`config.mk`:
```
export PLATFORM = sky130hd
export DESIGN_NAME = ni_inject0
export DESIGN_NICKNAME = d
export VERILOG_FILES = /design/src/rtl/ni_inject0.sv
export SDC_FILE = /design/constraint.sdc
export NUM_CORES = 1
export LEC_CHECK = 0
export ABC_AREA = 1
export BUFFER_PORTS_ARGS = -buffer_cell sky130_fd_sc_hd__buf_2
export CAP_MARGIN = 15
export CORE_MARGIN = 3
export CORE_UTILIZATION = 57
export CTS_CLUSTER_DIAMETER = 60
export CTS_CLUSTER_SIZE = 8
export DETAILED_ROUTE_END_ITERATION = 12
export PLACE_DENSITY_LB_ADDON = 0.2
export SYNTH_ARGS = -nofsm -noshare
export SYNTH_HDL_FRONTEND = slang
export SYNTH_SLANG_ARGS = --single-unit
```
`constraint.sdc`:
```
create_clock -name clk -period 6.1 [get_ports clk]
set_clock_uncertainty 0.05 [all_clocks]
set_input_delay 0.915 -clock clk [delete_from_list [all_inputs] [get_ports clk]]
set_output_delay 0.915 -clock clk [all_outputs]
set_load 0.05 [all_outputs]
```
`src/rtl/ni_inject0.sv`:
```
// ni_inject0 -- network-interface injection port for a 4x4 mesh node.
// Turns a request (dest, len) plus len+1 payload beats into a
// header / body / tail flit train for the router local input, under
// credit-based flow control against the downstream input buffer.
// Optional build macro: NI_SELF_DROP_EN -- requests addressed to this
// node are swallowed in IDLE and reported with a one-cycle drop pulse.
module ni_inject0 #(
    parameter int X_S_ADDR     = 1,
    parameter int Y_S_ADDR     = 2,
    parameter int CREDIT_DEPTH = 4
) (
    input  logic       clk,
    input  logic       rst,
    input  logic       req_valid,
    output logic       req_ready,
    input  logic [1:0] req_dest_x,
    input  logic [1:0] req_dest_y,
    input  logic [1:0] req_len,
    input  logic       data_valid,
    output logic       data_ready,
    input  logic [5:0] data_in,
    output logic [7:0] flit_out,
    output logic       flit_valid,
    input  logic       credit_in,
    output logic       pkt_done,
    output logic       drop
);

    localparam logic [1:0] S_IDLE = 2'd0;
    localparam logic [1:0] S_HEAD = 2'd1;
    localparam logic [1:0] S_BODY = 2'd2;
    localparam logic [1:0] S_TAIL = 2'd3;

    localparam logic [2:0] CRED_MAX = 3'(CREDIT_DEPTH);
    localparam logic [1:0] SELF_X   = 2'(X_S_ADDR);
    localparam logic [1:0] SELF_Y   = 2'(Y_S_ADDR);

    logic [1:0] state_q, state_d;
    logic [2:0] credit_q, credit_d;
    logic [1:0] cnt_q, cnt_d;
    logic [1:0] dx_q, dx_d, dy_q, dy_d, len_q, len_d;
    logic [7:0] flit_q, flit_d;
    logic       fv_q, fv_d;
    logic       done_q, done_d;
    logic       send, cred_ok, xfer, self_hit;

    assign cred_ok    = (credit_q != 3'd0);
    assign req_ready  = (state_q == S_IDLE);
    assign data_ready = ((state_q == S_BODY) || (state_q == S_TAIL)) && cred_ok;
    assign xfer       = data_valid && data_ready;
    assign self_hit   = (req_dest_x == SELF_X) && (req_dest_y == SELF_Y);

    assign flit_out   = flit_q;
    assign flit_valid = fv_q;
    assign pkt_done   = done_q;

`ifdef NI_SELF_DROP_EN
    logic drop_q, drop_d;
    assign drop = drop_q;
`else
    // Self-addressed requests travel like any other; the compare is unused.
    logic unused_self;
    assign unused_self = self_hit;
    assign drop        = 1'b0;
`endif

    // Packet sequencer: accept request, then emit header, bodies, tail.
    always_comb begin
        state_d = state_q;
        cnt_d   = cnt_q;
        dx_d    = dx_q;
        dy_d    = dy_q;
        len_d   = len_q;
        flit_d  = flit_q;
        fv_d    = 1'b0;
        done_d  = 1'b0;
        send    = 1'b0;
`ifdef NI_SELF_DROP_EN
        drop_d  = 1'b0;
`endif
        case (state_q)
            S_IDLE: begin
                if (req_valid) begin
                    dx_d  = req_dest_x;
                    dy_d  = req_dest_y;
                    len_d = req_len;
                    cnt_d = req_len;
`ifdef NI_SELF_DROP_EN
                    if (self_hit) drop_d  = 1'b1;
                    else          state_d = S_HEAD;
`else
                    state_d = S_HEAD;
`endif
                end
            end
            S_HEAD: begin
                if (cred_ok) begin
                    send    = 1'b1;
                    fv_d    = 1'b1;
                    flit_d  = {2'b10, len_q, dy_q, dx_q};
                    state_d = (len_q != 2'd0) ? S_BODY : S_TAIL;
                end
            end
            S_BODY: begin
                if (xfer) begin
                    send   = 1'b1;
                    fv_d   = 1'b1;
                    flit_d = {2'b00, data_in};
                    cnt_d  = cnt_q - 2'd1;
                    if (cnt_q == 2'd1) state_d = S_TAIL;
                end
            end
            default: begin
                if (xfer) begin
                    send    = 1'b1;
                    fv_d    = 1'b1;
                    done_d  = 1'b1;
                    flit_d  = {2'b01, data_in};
                    state_d = S_IDLE;
                end
            end
        endcase
    end

    // Credit bookkeeping: a send and a returned credit in the same cycle cancel.
    always_comb begin
        credit_d = credit_q;
        if (send && !credit_in)
            credit_d = credit_q - 3'd1;
        else if (!send && credit_in && (credit_q != CRED_MAX))
            credit_d = credit_q + 3'd1;
    end

    // State and output registers; reset abandons any packet in flight.
    always_ff @(posedge clk or posedge rst) begin
        if (rst) begin
            state_q  <= S_IDLE;
            credit_q <= CRED_MAX;
            cnt_q    <= 2'd0;
            dx_q     <= 2'd0;
            dy_q     <= 2'd0;
            len_q    <= 2'd0;
            flit_q   <= 8'h00;
            fv_q     <= 1'b0;
            done_q   <= 1'b0;
        end else begin
            state_q  <= state_d;
            credit_q <= credit_d;
            cnt_q    <= cnt_d;
            dx_q     <= dx_d;
            dy_q     <= dy_d;
            len_q    <= len_d;
            flit_q   <= flit_d;
            fv_q     <= fv_d;
            done_q   <= done_d;
        end
    end

`ifdef NI_SELF_DROP_EN
    // Drop pulse register for swallowed self-addressed requests.
    always_ff @(posedge clk or posedge rst) begin
        if (rst) drop_q <= 1'b0;
        else     drop_q <= drop_d;
    end
`endif

endmodule
```
==> results.md <==
* First-pass GRT wire length at 4.28 mm
* Port Buffers at 28
* DP Worst Slack at 3.58 ns
* DIE WIDTH at 53.7 um
* Cells taking the most area after synthesis: dfrtp_1 (42%), nand2_1 (10%), ha_1 (6.7%)
* Tcrit/Tclk final at 47.7%
* Reg power frac at 29.4%
* Peak Freq at 343 MHz
* Hold-fix buffers, CTS at 0
* CP delay by family, top: buffers and inverters
* Switch share at 53.7%
* CTS root buffer: clkbuf_4
* Vias per inst at 5.19
* Post-route minimum period at 2.91 ns
* Sequential share of the synthesized area at 44.4%
* Vias in the first global route at 1,038
* Iteration-0 DRC Markers at 20
* Internal power at 0.000422 W
* Final design utilization at 72.0%
* Max-cap violation count at 0
* CP max FO at 11
* Synth-to-layout area growth at 14.4%
* Placed cell count at 209
* Total nets after synthesis at 182
* Async SR Flop Fraction at 100%
* Filler cell count at 165
* Number of flops mapped to enable cells by yosys at 0
* YS warnings at 0
* Max incr delay on CP at 0.48 ns
* CTS tree: built
* Nature of the critical path startpoint: register
* Combinational power share at 62.8%
* Layout cells sized above 1 at 25.3%
* Worst path cell trace: inv_1, ha_1, inv_2, nand2_2, and2_1, buf_2
* Clock-pin slew on the worst setup and hold paths at 0.12 ns
* Die area at 2890 um2
* Area leader, netlist: dfrtp_1
* Sw Pwr at 0.000489 W
* Syn Area/Cell at 8.27 um2
* Worst slew pin tran at 0.841 ns
* #FFs+latches synth at 23
* Core Box Area at 2060 um2
* Post CTS Setup Buffer Count at 0
* Max_slew headroom at 43.9%
* Post-CTS resize count at 0
* CP bufs+invs at 3
* Syn Inst Count at 157
* Initial DRT Pass Iterations at 4
* Post-layout net count at 212
* Critical path class: register to output pin
* Grt total ovfl at 0
* Leakage power at 0.841 nW
* Worst endpoint required time at 5.13 ns
* Slowest stage cell, crit path: dfrtp_1
* DRC errors left at 0
* Routed WL per cell at 11.8 um
* Post-Synthesis Cell Area at 1300 um2
* Worst-Skew Late Latency at 0.32 ns
* Final hold vios at 0
* Initial antenna violation count at 0
* Post-route ant nets at 0
* Num rows at 16
* VDD IR max at 0.333 mV
* Clock Sink Count at 23
* RSZ-0062 raised after global routing: false
* Pwr/cell area at 613 nW/um2
* CTS Buffer Depth at 2
* Outcome: complete, no violations
* Commonest cells post-synth: nand2_1 (36), dfrtp_1 (22), inv_1 (22)
* Die Ht at 53.7 um
* Clock Power Share at 7.8%
* H-tree levels at 1
* Setup TNS at 0 ns
* Top-count cell post-synth: nand2_1
* Post-detail-place hpwl at 1.96 mm
* CTS Buf Count at 3
* Post-synth top flop: dfrtp_1
* Via count at 1,106
* Largest net degree at the start of global routing at 24
* CP endpoint kind: output pin
* Top cell type's share of synthesized area at 42.4%
* Layout Cells excl Fill at 213
* Diode count at 0
* Top Ports at 30
* RD Place Congestion at 0.818
* Worst path arrival time at 1.95 ns
* Total GRT Usage at 20.2%
* Drt total wl at 2.51 mm
* Final Worst Setup Slack at 3.19 ns
* Finish-stage setup viols at 0
* Fin. max-slew vios at 0
* Hold Path Class: register to register
* Post-synth cell types at 27
* Starting Density at 63.0%
==> power groups by stage <==
stage / Clock, W / Sequential (W) / Combinational, W
2_1_floorplan: 0 / 0.000357 / 0.000370
3_3_place_gp: 0 / 0.000266 / 0.000552
3_5_place_dp: 0 / 0.000272 / 0.000571
4_1_cts: 0.0000735 / 0.000268 / 0.000575
5_1_grt: 0.0000786 / 0.000278 / 0.000639
6_report: 0.0000710 / 0.000268 / 0.000572
==> final cells by class <==
type	count	area, um2	share of cell area [%]
inverter	24	90.1	6.07
multi-input combinational	107	617	41.5
tap	27	33.8	2.27
clock inverter	1	5.00	0.337
timing repair buffer	28	140	9.44
sequential	23	577	38.8
clock buffer	3	22.5	1.52
==> per-stage QoR <==
stage | instance area, um2 | power, W | hold slack [ns]
floorplan | 1300 | 0.000728 | 0.403
global placement | 1460 | 0.000818 | 0.400
detailed placement | 1460 | 0.000843 | 0.405
CTS | 1490 | 0.000917 | 0.436
global route | 1490 | 0.000996 | 0.473
finish | 1490 | 0.000911 | 0.429
==> registers in the layout, summed over array words and instances (netlist names) <==
signal,cells
pkt_done,1
cnt_q,2
len_q,2
dx_q,2
dy_q,2
state_q,2
flit_valid,1
flit_out,8
credit_q,3
==> worst min-delay path, delay by kind of cell (launching register included) <==
| family | cells | cell delay, ns |
|---|---|---|
| flops | 1 | 0.36 |
| simple gates | 2 | 0.09 |
==> per-layer routing <==
metal / part of all wire, % / vias to the layer above / global-route usage, % / wire length (um)
met5: 0 / - / 0 / 0
met4: 1.9 / 0 / 10.6 / 48
li1: - / 553 / - / -
met3: 5.1 / 5 / 3.60 / 129
met2: 48 / 35 / 33.3 / 1220
met1: 44 / 513 / 25.0 / 1120
==> cells by family (layout without fill, tap and decap cells) <==
logic type | Yosys count | count (layout) | share of synthesized area [%]
AND/OR/NAND/NOR | 66 | 66 | 23.8
flip-flops | 23 | 23 | 44.4
other | 1 | 1 | 0.289
adder cells (fa/ha/maj) | 8 | 8 | 8.28
AO/OA/AOI/OAI | 31 | 31 | 14.5
buffers and inverters | 27 | 56 | 8.09
XOR/XNOR | 1 | 1 | 0.674
==> path summary, 6_finish.rpt <==
check / start / endpoint / cells after the start / slack [ns]
worst min register to register: flit_out[7] / flit_out[7] / 2 / 0.43
worst min-delay path: flit_out[7] / flit_out[7] / 2 / 0.43
max in group asynchronous: rst / cnt_q[0] / 2 / 4.79
worst max register to register: state_q[0] / credit_q[2] / 14 / 3.71
worst max-delay path: state_q[0] / data_ready / 6 / 3.19
min in group asynchronous: rst / flit_out[1] / 2 / 0.69
==> cells in the final DEF, fill, tap and decap left out, types with 2 or more instances in the layout <==
cell,count
nand3_1,10
a21oi_1,9
dfrtp_1,22
ha_1,7
clkbuf_4,3
or2_2,3
inv_1,22
o21ai_0,16
inv_2,2
nor2_1,9
o21ai_1,2
buf_2,28
nand2_2,2
nand2_1,36
nand2_4,2
No activity file was read; power rests on OpenSTA's default activity.
